[src/rtl/in_port_fifo_if.sv]
// Handshake and bus-mux signals for the input-port FIFO.
// The StatusOut strobe exists only when INPORT_STATUS_EN is defined.
interface in_port_fifo_if #(
  parameter int WIDTH = 32,
  parameter int DEPTH = 4,
  parameter int CW    = $clog2(DEPTH) + 1
);
  logic [WIDTH-1:0] ext_data;
  logic             ext_valid;
  logic             ext_ready;
  logic             InPortIn;
  logic             InPortOut;
`ifdef INPORT_STATUS_EN
  logic             StatusOut;
`endif
  logic [WIDTH-1:0] BusMuxIn;
  logic             data_avail;
  logic [CW-1:0]    count;
  logic             underflow;

  // The master side is the producer plus the control unit.
  modport master (
`ifdef INPORT_STATUS_EN
    output StatusOut,
`endif
    output ext_data, ext_valid, InPortIn, InPortOut,
    input  ext_ready, BusMuxIn, data_avail, count, underflow
  );

  modport slave (
`ifdef INPORT_STATUS_EN
    input  StatusOut,
`endif
    input  ext_data, ext_valid, InPortIn, InPortOut,
    output ext_ready, BusMuxIn, data_avail, count, underflow
  );
endinterface

[src/rtl/in_port_fifo.sv]
// Input-port front end: valid/ready producer FIFO feeding the InPort holding register.
// Optional status word on the bus mux when INPORT_STATUS_EN is defined.
module in_port_fifo #(
  parameter int WIDTH = 32,
  parameter int DEPTH = 4,
  parameter int CW    = $clog2(DEPTH) + 1
) (
  input logic           Clock,
  input logic           Clear,
  in_port_fifo_if.slave bus
);
  localparam int AW = $clog2(DEPTH);

  logic [WIDTH-1:0] r_mem [DEPTH];
  logic [AW-1:0]    r_wp;
  logic [AW-1:0]    r_rp;
  logic [CW-1:0]    r_count;
  logic [WIDTH-1:0] r_inport;
  logic             r_underflow;

  logic             w_ready;
  logic             w_avail;
  logic             w_push;
  logic             w_pop;

  // Flags come from the occupancy register only, so no input reaches them combinationally.
  assign w_ready = (r_count != CW'(DEPTH));
  assign w_avail = (r_count != '0);
  assign w_push  = bus.ext_valid && w_ready;
  assign w_pop   = bus.InPortIn && w_avail;

  // NOTE: the storage array has no reset; validity is tracked by the pointers and count, so resetting it would only cost flops.
  always_ff @(posedge Clock) begin
    if (w_push) r_mem[r_wp] <= bus.ext_data;
  end

  // NOTE: all state uses non-blocking assignments so every register samples pre-edge values.
  always_ff @(posedge Clock or negedge Clear) begin
    if (!Clear) begin
      r_wp        <= '0;
      r_rp        <= '0;
      r_count     <= '0;
      r_inport    <= '0;
      r_underflow <= 1'b0;
    end else begin
      if (w_push) r_wp <= r_wp + AW'(1);
      if (w_pop) begin
        r_rp        <= r_rp + AW'(1);
        r_inport    <= r_mem[r_rp];
        r_underflow <= 1'b0;
      end else if (bus.InPortIn) begin
        r_underflow <= 1'b1;
      end
      case ({w_push, w_pop})
        2'b10:   r_count <= r_count + CW'(1);
        2'b01:   r_count <= r_count - CW'(1);
        default: r_count <= r_count;
      endcase
    end
  end

`ifdef INPORT_STATUS_EN
  logic [WIDTH-1:0] w_status;

  always_comb begin
    w_status          = '0;
    w_status[CW+2:0]  = {r_underflow, ~w_ready, ~w_avail, r_count};
  end

  // InPortOut takes priority over a status read.
  always_comb begin
    if (bus.InPortOut)      bus.BusMuxIn = r_inport;
    else if (bus.StatusOut) bus.BusMuxIn = w_status;
    else                    bus.BusMuxIn = '0;
  end
`else
  assign bus.BusMuxIn = bus.InPortOut ? r_inport : '0;
`endif

  assign bus.ext_ready  = w_ready;
  assign bus.data_avail = w_avail;
  assign bus.count      = r_count;
  assign bus.underflow  = r_underflow;
endmodule

[src/flat_wrapper.sv]
// flat-port wrapper written by rule: the top's interface ports become plain ports
module in_port_fifo_flat 
#(
  parameter int WIDTH = 32,
  parameter int DEPTH = 4,
  parameter int CW    = $clog2(DEPTH) + 1
)
  (Clock, Clear, bus_ext_data, bus_ext_valid, bus_InPortIn, bus_InPortOut, bus_ext_ready, bus_BusMuxIn, bus_data_avail, bus_count, bus_underflow);
  in_port_fifo_if #(.WIDTH(WIDTH), .DEPTH(DEPTH), .CW(CW)) bus_i ();
  input logic Clock;
  input logic Clear;
  input wire logic [$bits(bus_i.ext_data)-1:0] bus_ext_data;
  input wire logic [$bits(bus_i.ext_valid)-1:0] bus_ext_valid;
  input wire logic [$bits(bus_i.InPortIn)-1:0] bus_InPortIn;
  input wire logic [$bits(bus_i.InPortOut)-1:0] bus_InPortOut;
  output wire logic [$bits(bus_i.ext_ready)-1:0] bus_ext_ready;
  output wire logic [$bits(bus_i.BusMuxIn)-1:0] bus_BusMuxIn;
  output wire logic [$bits(bus_i.data_avail)-1:0] bus_data_avail;
  output wire logic [$bits(bus_i.count)-1:0] bus_count;
  output wire logic [$bits(bus_i.underflow)-1:0] bus_underflow;
  assign bus_i.ext_data = bus_ext_data;
  assign bus_i.ext_valid = bus_ext_valid;
  assign bus_i.InPortIn = bus_InPortIn;
  assign bus_i.InPortOut = bus_InPortOut;
  assign bus_ext_ready = bus_i.ext_ready;
  assign bus_BusMuxIn = bus_i.BusMuxIn;
  assign bus_data_avail = bus_i.data_avail;
  assign bus_count = bus_i.count;
  assign bus_underflow = bus_i.underflow;
  in_port_fifo #(.WIDTH(WIDTH), .DEPTH(DEPTH), .CW(CW)) u_core (.Clock(Clock), .Clear(Clear), .bus(bus_i));
endmodule
[config.mk]
export PLATFORM = sky130hd
export DESIGN_NAME = in_port_fifo_flat
export DESIGN_NICKNAME = d
export VERILOG_FILES = /design/src/rtl/in_port_fifo_if.sv /design/src/rtl/in_port_fifo.sv /design/src/flat_wrapper.sv
export SDC_FILE = /design/constraint.sdc
export NUM_CORES = 1
export LEC_CHECK = 0
export ABC_AREA = 0
export CORE_ASPECT_RATIO = 1.2
export CORE_UTILIZATION = 55
export DETAILED_ROUTE_END_ITERATION = 10
export GPL_TIMING_DRIVEN = 0
export HOLD_SLACK_MARGIN = 0.08
export PLACE_DENSITY = 0.78
export SKIP_CTS_REPAIR_TIMING = 1
export SYNTH_ARGS = -nofsm -noshare
export SYNTH_HDL_FRONTEND = slang
export SYNTH_SLANG_ARGS = --single-unit
[constraint.sdc]
create_clock -name Clock -period 5.05 [get_ports Clock]
set_input_delay 1.01 -clock Clock [delete_from_list [all_inputs] [get_ports Clock]]
set_output_delay 1.01 -clock Clock [all_outputs]
set_load 0.005 [all_outputs]
== Word-level counts from Yosys, hierarchy flattened ==
Memory sizes are Yosys's and may differ from the RTL's. A register that Yosys moved wholly into a read port is not among the register bits.
Cells that the tools add are included.
Word-level totals
  memories: 1
  output and inout bits: 38
  word-level logic and storage cells: 24
  memory bits (writable): 128
  flip-flop bits (word level): 8
Memory list
  u_core.r_mem: depth 4, bits a word 32, rd ports 1, clocked after Yosys merged registers in 1, write ports 1, line in_port_fifo.sv:14  | logic [WIDTH-1:0] r_mem [DEPTH];
Operators by class
  add/sub/neg operators: 4
  multiplexer cells: 6
  equal/unequal tests: 3
  reduce and logical (&&, ||, !) cells: 6
Operators with widths (count)
  $mux W32: 1
  $pmux W3 S2: 1
  $add A2 B1 Y2 const B: 2
  $mux W1: 4
  $reduce_bool A2 Y1: 2
  $add A3 B1 Y3 const B: 1
  $ne A3 B3 Y1 const B: 1
  $reduce_bool A3 Y1: 1
  $sub A3 B1 Y3 const B: 1
  $eq A2 B1 Y1 const B: 1
  $eq A2 B2 Y1 const B: 1
  $logic_and A1 B1 Y1: 2
  $logic_not A1 Y1: 1

== Depth between registers and ports, before layout ==
Gate-level depths: netlist (run 1).
  depth after elaboration: 4
  gate-level depth with buffers: 9
  depth with buffers taken out: 9

== Worst setup path after synthesis (run 1) ==
OpenSTA, ideal clock, no wires.
  path kind: in2reg
  start: in bus_InPortIn
  end: reg u_core.r_count[2], in the netlist u_core.bus.count[2]
  arrival time: 2.480 ns
  required time: 4.971 ns
  stages on the path: 9
  setup time: 0.079 ns
  setup slack: 2.491 ns
  path buffers: 2
  cell sequence: o31a_1 > buf_2 > buf_4 > ha_1 > inv_1 > fa_1 > xor2_1 > nor2_1 > xor2_1
Between the ends
  word-level cells in the longest chain between the ends: 3
RTL lines
  start: declaration: line flat_wrapper.sv:14  | input wire logic [$bits(bus_i.InPortIn)-1:0] bus_InPortIn;
  $logic_and A1 B1 Y1 *: line in_port_fifo.sv:30  | assign w_pop = bus.InPortIn && w_avail;
  net u_core.w_pop: line in_port_fifo.sv:24  | logic w_pop;
  $eq A2 B1 Y1 or $eq A2 B2 Y1 (tied branches): line in_port_fifo.sv:54  | case ({w_push, w_pop})
  $pmux W3 S2 or $reduce_bool A2 Y1 (tied branches)
  end signal: assignment: line in_port_fifo.sv:55  | 2'b10: r_count <= r_count + CW'(1);
  end signal: assignment: line in_port_fifo.sv:56  | 2'b01: r_count <= r_count - CW'(1);
  end signal: assignment: line in_port_fifo.sv:57  | default: r_count <= r_count;
  end: declaration: line in_port_fifo.sv:17  | logic [CW-1:0] r_count;
Mark *: on every way through the listed nets, which the timed path passes. The rest lies on a longest branch.
A chain may end at the register's enable or synchronous reset.

== Final worst setup path (run 1) ==
  start: in bus_InPortOut
  end: out bus_BusMuxIn[23]
Between the ends
  word-level cells in the longest chain between the ends: 1
RTL lines
  start: declaration: line flat_wrapper.sv:15  | input wire logic [$bits(bus_i.InPortOut)-1:0] bus_InPortOut;
  $mux W32: line in_port_fifo.sv:77  | assign bus.BusMuxIn = bus.InPortOut ? r_inport : '0;
  end: declaration: line flat_wrapper.sv:17  | output wire logic [$bits(bus_i.BusMuxIn)-1:0] bus_BusMuxIn;
No other way between the ends.

==> out/results.txt, run 1 <==
Max rail drop VDD = 240 µV
Critical-path top delay cell = clkdlybuf4s50_1
Remaining DRCs = 0
Slew @ Worst Pin = 0.890 ns
Leading area contributor after synthesis = edfxtp_1
P&R area growth vs syn = 22.6%
Type of the worst setup path = input pin to primary output
Synth top area cells = edfxtp_1 (58%), dfrtp_1 (15%), mux4_2 (9.5%)
Grt total ovfl = 0
Mapped Nets = 354
Wire length per cell = 19.5 µm
Antenna-violating nets left = 0
Global Route Usage Sum = 20.2%
Worst-path cell chain = clkdlybuf4s50_1 -> clkbuf_1 -> and2_1 -> clkdlybuf4s50_1
Largest net degree at the start of global routing = 33
Tmin final = 3.86 ns
Unique cell type count in the Yosys netlist = 26
Crit-path max cell delay = 0.60 ns
R2R depth = 9
Vias per cell = 5.41
CTS tree = built
Share of the synthesized area in the top cell type = 57.9%
Starting density of the core = 56.8%
WL final = 11.2 mm
# rows = 43
Core area = 11700 µm²
Synth Cell Area = 6640 µm²
Status = finished, final reports clean
Combinational power share = 30.8%
Post-Place Cells = 543
Critical Path RT = 4.04 ns
CP top delay family = buffers and inverters
Gate Count Post-Synth = 311
DIE WIDTH = 102 µm
Total CTS buffers = 17
Final #Nets = 448
CTS sink count = 168
Reg power frac = 44.0%
Power Dens Cells = 567 nW/µm²
Final setup violation count = 0
Share of layout cells above drive strength 1 = 26.3%
Setup crit end kind = primary output
Static leakage = 2.95 nW
Sw frac = 26.5%
Post-route insts no fill = 575
Register area share after synthesis = 73.0%
First-pass GRT wire length = 17.7 mm
Max Cap Violations = 0
Crit path arrival time = 2.85 ns
Final Hold Viols = 0
Clock power frac = 25.2%
Switch Pwr = 1.22 mW
Slew margin rel. = 40.7%
Vias post-DR = 3112
Vias in the first global route = 3302
CP Depth = 4
Clock skew = 0.00863 ns
CP bufs+invs = 3
Max Freq = 0.259 GHz
Worst hold path type = register to register
First-pass DRT Iterations = 4
ANT cells = 0
Setup TNS = 0 ns
Tcrit/Tclk final = 76.5%
Htree depth = 4
Die H = 122 µm
Slew Limit Fails = 0
Clock transition at path regs = 0.06 ns
RSZ-0062 raised after global routing = no
YS warnings = 0
Count of input and output buffers = 74
CP most frequent cell = clkdlybuf4s50_1
#FFs+latches synth = 168
DP HPWL = 6.97 mm
Clock root buffer = clkbuf_16
Syn_area_per_cell = 21.3 µm²
Hold Crit Depth = 1
Num ports = 75
FILL cells = 742
RePlAce Congestion = 0.722
P_int = 3.39 mW
Critical Path Source Type = input pin
Worst Path Max Fanout = 10
Longest Clk Path Bufs = 2
Die area = 12500 µm²
Initial drt markers = 79
Clk Latency, worst-skew pair = 0.42 ns
Initial antenna violation count = 0
[layer usage]
| metal | vias to the layer above | track usage [%] | part of all wire (%) | wire length (µm) |
|---|---|---|---|---|
| met1 | 1635 | 26.2 | 42 | 4750 |
| met4 | 0 | 6.96 | 1.2 | 139 |
| met5 | - | 0 | 0 | 0 |
| met2 | 66 | 33.4 | 53 | 5940 |
| met3 | 12 | 5.18 | 3.5 | 393 |
| li1 | 1399 | - | - | - |
[worst paths after layout]
path | slack [ns] | start | to
worst max-delay path | 1.19 | bus_InPortOut | bus_BusMuxIn[23]
worst min-delay path | 0.50 | u_core.r_inport[1] | u_core.r_inport[1]
worst max register to register | 2.75 | u_core.bus.count[0] | u_core.bus.count[2]
worst min register to register | 0.50 | u_core.r_inport[1] | u_core.r_inport[1]
max in group asynchronous | 4.04 | Clear | u_core.r_inport[12]
min in group asynchronous | 0.51 | Clear | u_core.bus.underflow
[synth_stat cells]
master / number
o31a_1: 1
buf_4: 3
buf_6: 1
mux2_1: 1
ha_1: 5
xnor2_1: 3
dfrtp_1: 40
and3_1: 4
and2_1: 32
mux4_1: 4
edfxtp_1: 128
buf_12: 3
inv_1: 7
mux2_2: 4
nor2_1: 1
fa_1: 1
or3_1: 1
nand2_1: 1
and2_4: 1
buf_2: 4
xor2_1: 3
mux4_2: 28
mux2i_1: 2
mux2_4: 28
or3b_4: 1
clkbuf_1: 4
[final cells by class]
class | count | area [µm²] | area share [%]
Timing Repair Buffer | 75 | 756 | 9.29
Clock inverter | 13 | 97.6 | 1.20
Multi-Input combinational cell | 121 | 1640 | 20.2
Sequential cell | 168 | 4840 | 59.6
Tap cell | 157 | 196 | 2.42
Buffer | 15 | 129 | 1.58
Clock buffer | 19 | 443 | 5.45
Inverter | 7 | 26.3 | 0.323
[cell families (layout without fill, tap and decap cells)]
kind of cell,count (synthesis),after routing,share of synthesized area [%]
fa+ha+maj,6,6,1.24
simple gates,41,41,3.90
xor+xnor,6,6,0.792
buf+inv,22,129,2.34
flops,168,168,73.0
compound gates,1,1,0.132
mux,67,67,18.6
[flip-flops by register name, summed over array words and instances (netlist names)]
name,flops
u_core.r_mem,128
u_core.bus.underflow,1
u_core.bus.count,3
u_core.r_rp,2
u_core.r_inport,32
u_core.r_wp,2
[power groups by stage]
stage	Clock [mW]	Combinational (mW)	Sequential, mW
2_1_floorplan	0	1.00	2.01
3_3_place_gp	0	1.39	2.04
3_5_place_dp	0	1.44	2.05
4_1_cts	1.18	1.45	2.03
5_1_grt	1.24	1.54	2.06
6_report	1.16	1.42	2.03
[placed cells by master, fill, tap and decap left out, drive strengths merged]
cell           count
dfrtp             40
clkinv             6
nand2              1
clkinvlp           4
or3b               1
and2              33
clkbuf            23
nor2               1
edfxtp           128
mux2i              2
ha                 5
or3                1
xnor2              3
buf               13
xor2               3
fa                 1
mux2              33
inv               10
clkdlybuf4s50     73
and3               4
o31a               1
mux4              32
[stage by stage]
step / utilization [%] / hold WS [ns] / cell area, µm² / worst slack [ns] / power, mW
4_1_cts: 69.7 / 0.504 / 8130 / 1.20 / 4.66
5_1_grt: 69.7 / 0.514 / 8130 / 1.13 / 4.84
3_3_place_gp: 64.9 / 0.482 / 7570 / 1.17 / 3.43
6_report: 69.7 / 0.503 / 8130 / 1.19 / 4.61
3_5_place_dp: 65.0 / 0.488 / 7590 / 1.20 / 3.50
2_1_floorplan: - / 0.473 / 6640 / 2.49 / 3.01
[worst reg2reg max path, cell delays in order, from the launching register on]
cell,delay (ns)
dfrtp_1,0.45
o31a_1,0.18
buf_2,0.24
buf_4,0.28
ha_1,0.21
inv_1,0.06
fa_1,0.37
xor2_1,0.15
nor2_1,0.12
xor2_1,0.16
(Power assumes the default switching activity.)
==> run 2, diff against run 1 <==
- clock period: 5.05 -> 3.65 ns (I/O delays scaled with it)
==> results of run 2 <==
The final DEF is identical to that of run 1. Status: finished, final reports clean.
Main changes from that run: setup slack after placement 1.20 ns -> 0.365 ns; clock-pin slew on the worst setup and hold paths 0.06 ns -> 0.07 ns; setup slack after layout 1.19 ns -> 0.348 ns; hold slack 0.503 ns -> 0.231 ns; register-to-register setup slack 2.75 ns -> 1.35 ns; total power 4.61 mW -> 6.38 mW; worst IR drop on VDD 240 µV -> 331 µV
==> run 3, diff against run 2 <==
- CTS_BUF_LIST: unset -> sky130_fd_sc_hd__clkbuf_8
==> run 3 against run 2 <==
Global-route usage down 0.12 points; fmax about the same; routed wire length down 0.72%; sequential share of layout area up 1.4 points; setup slack worse by 0.0026 ns; critical path type unchanged; largest power group unchanged.
==> out/results.txt, run 3 (synthesis results as in run 1) <==
Status = finished, final reports clean
Global Route Usage Sum = 20.1%
Flop2flop setup slack = 1.33 ns
Longest Clk Path Bufs = 2
Worst Path Max Fanout = 10
Final Hold Viols = 0
First-pass GRT wire length = 17.5 mm
WL final = 11.1 mm
FILL cells = 768
First-pass DRT Iterations = 4
DP HPWL = 6.97 mm
P&R area growth vs syn = 19.7%
Remaining DRCs = 0
Critical Path Source Type = input pin
Met3 Use GR = 5.69%
Initial antenna violation count = 0
Static leakage = 2.87 nW
Biggest register = u_core.r_mem
Crit path from = bus_InPortOut
Vias in the first global route = 3303
CTS tree = built
Power Dens Cells = 745 nW/µm²
Busiest grt layer = met2
# rows = 43
Slew @ Worst Pin = 0.894 ns
Num ports = 75
Max Cap Violations = 0
Max Freq = 0.303 GHz
Power Total = 5.91 mW
Most frequent cells in the layout = edfxtp_1 (128), clkdlybuf4s50_1 (73), dfrtp_1 (40)
Clock root buffer = clkbuf_8
Vias per cell = 5.44
Die H = 122 µm
Clk Latency, worst-skew pair = 0.44 ns
Initial drt markers = 121
Setup TNS = 0 ns
Tmin final = 3.30 ns
Starting density of the core = 56.8%
ANT cells = 0
Share of layout cells above drive strength 1 = 26.3%
Commonest non-fill, non-tap cell in the layout = edfxtp_1
Crit path arrival time = 2.57 ns
Worst hold path type = input pin to asynchronous set/reset pin
Count of input and output buffers = 74
Slew margin rel. = 40.4%
Critical Path RT = 2.92 ns
Max reg flops = 128
Antenna-violating nets left = 0
RePlAce Congestion = 0.722
CTS sink count = 168
Global Route met2 Usage = 33.6%
Wire length per cell = 19.4 µm
Largest net degree at the start of global routing = 33
Htree depth = 4
Type of the worst setup path = input pin to primary output
Die area = 12500 µm²
Clock transition at path regs = 0.09 ns
Clock skew = 0.0136 ns
Worst R2R End = u_core.bus.count[2]
Area of the multi-input gates = 1640 µm²
Max rail drop VDD = 302 µV
Vias post-DR = 3126
Grt total ovfl = 0
Core area = 11700 µm²
Global-route met1 utilization = 25.3%
R2R depth = 9
Final #Nets = 448
Register Area = 4840 µm²
Final setup violation count = 0
Setup crit end kind = primary output
Tcrit/Tclk final = 90.5%
RSZ-0062 raised after global routing = no
Beginning of the worst register-to-register path = u_core.bus.count[0]
Total CTS buffers = 17
DIE WIDTH = 102 µm
Slew Limit Fails = 0
==> run 3: cell types whose count changed in the layout (fill, tap and decap cells not counted) <==
cell | previous run | this run
clkbuf_16 | 17 | 0
clkbuf_1 | 5 | 4
inv_1 | 7 | 8
clkbuf_8 | 1 | 18
==> run 3: power breakdown <==
group | internal, mW | total, mW | switching [mW]
clock | 0.490 | 1.16 | 0.665
sequential | 2.62 | 2.80 | 0.182
combinational | 1.17 | 1.96 | 0.785
==> run 3: worst max path at each step <==
stage | endpoint | cells past startpoint
6_report | bus_BusMuxIn[23] | 4
5_1_grt | bus_BusMuxIn[12] | 4
4_1_cts | bus_BusMuxIn[23] | 4
3_5_place_dp | bus_BusMuxIn[23] | 4
3_3_place_gp | bus_BusMuxIn[23] | 4
2_1_floorplan | u_core.bus.count[2] | 9
==> run 3: layout make-up <==
cell class / count / area share [%]
clock inverters: 14 / 1.28
repair buffers: 75 / 9.52
plain buffers: 15 / 1.62
multi-input cells: 121 / 20.7
well taps: 157 / 2.47
clock buffers: 18 / 3.12
flip-flops and latches: 168 / 61.0
inverters: 7 / 0.331
==> run 3: through the flow <==
stage               std cells  instance area [µm²]  hold WS, ns  setup slack [ns]  util [%]
CTS                       575                 7940        0.183             0.356      68.0
global placement          542                 7570        0.482             0.331      64.9
floorplan                 311                 6640        0.434              1.37         -
global route              575                 7940        0.205             0.287      68.0
finish                    575                 7940        0.197             0.345      68.0
detailed placement        543                 7590        0.488             0.365      65.0
==> run 3: per-layer routing <==
| metal | part of all wire (%) | up-vias |
|---|---|---|
| li1 | - | 1396 |
| met1 | 41 | 1644 |
| met2 | 54 | 75 |
| met3 | 3.9 | 11 |
| met4 | 1.2 | 0 |
| met5 | 0 | - |
==> run 3: critical path, cell delays in order <==
cell,delay [ns]
clkdlybuf4s50_1,0.59
clkbuf_1,0.48
and2_1,0.26
clkdlybuf4s50_1,0.51
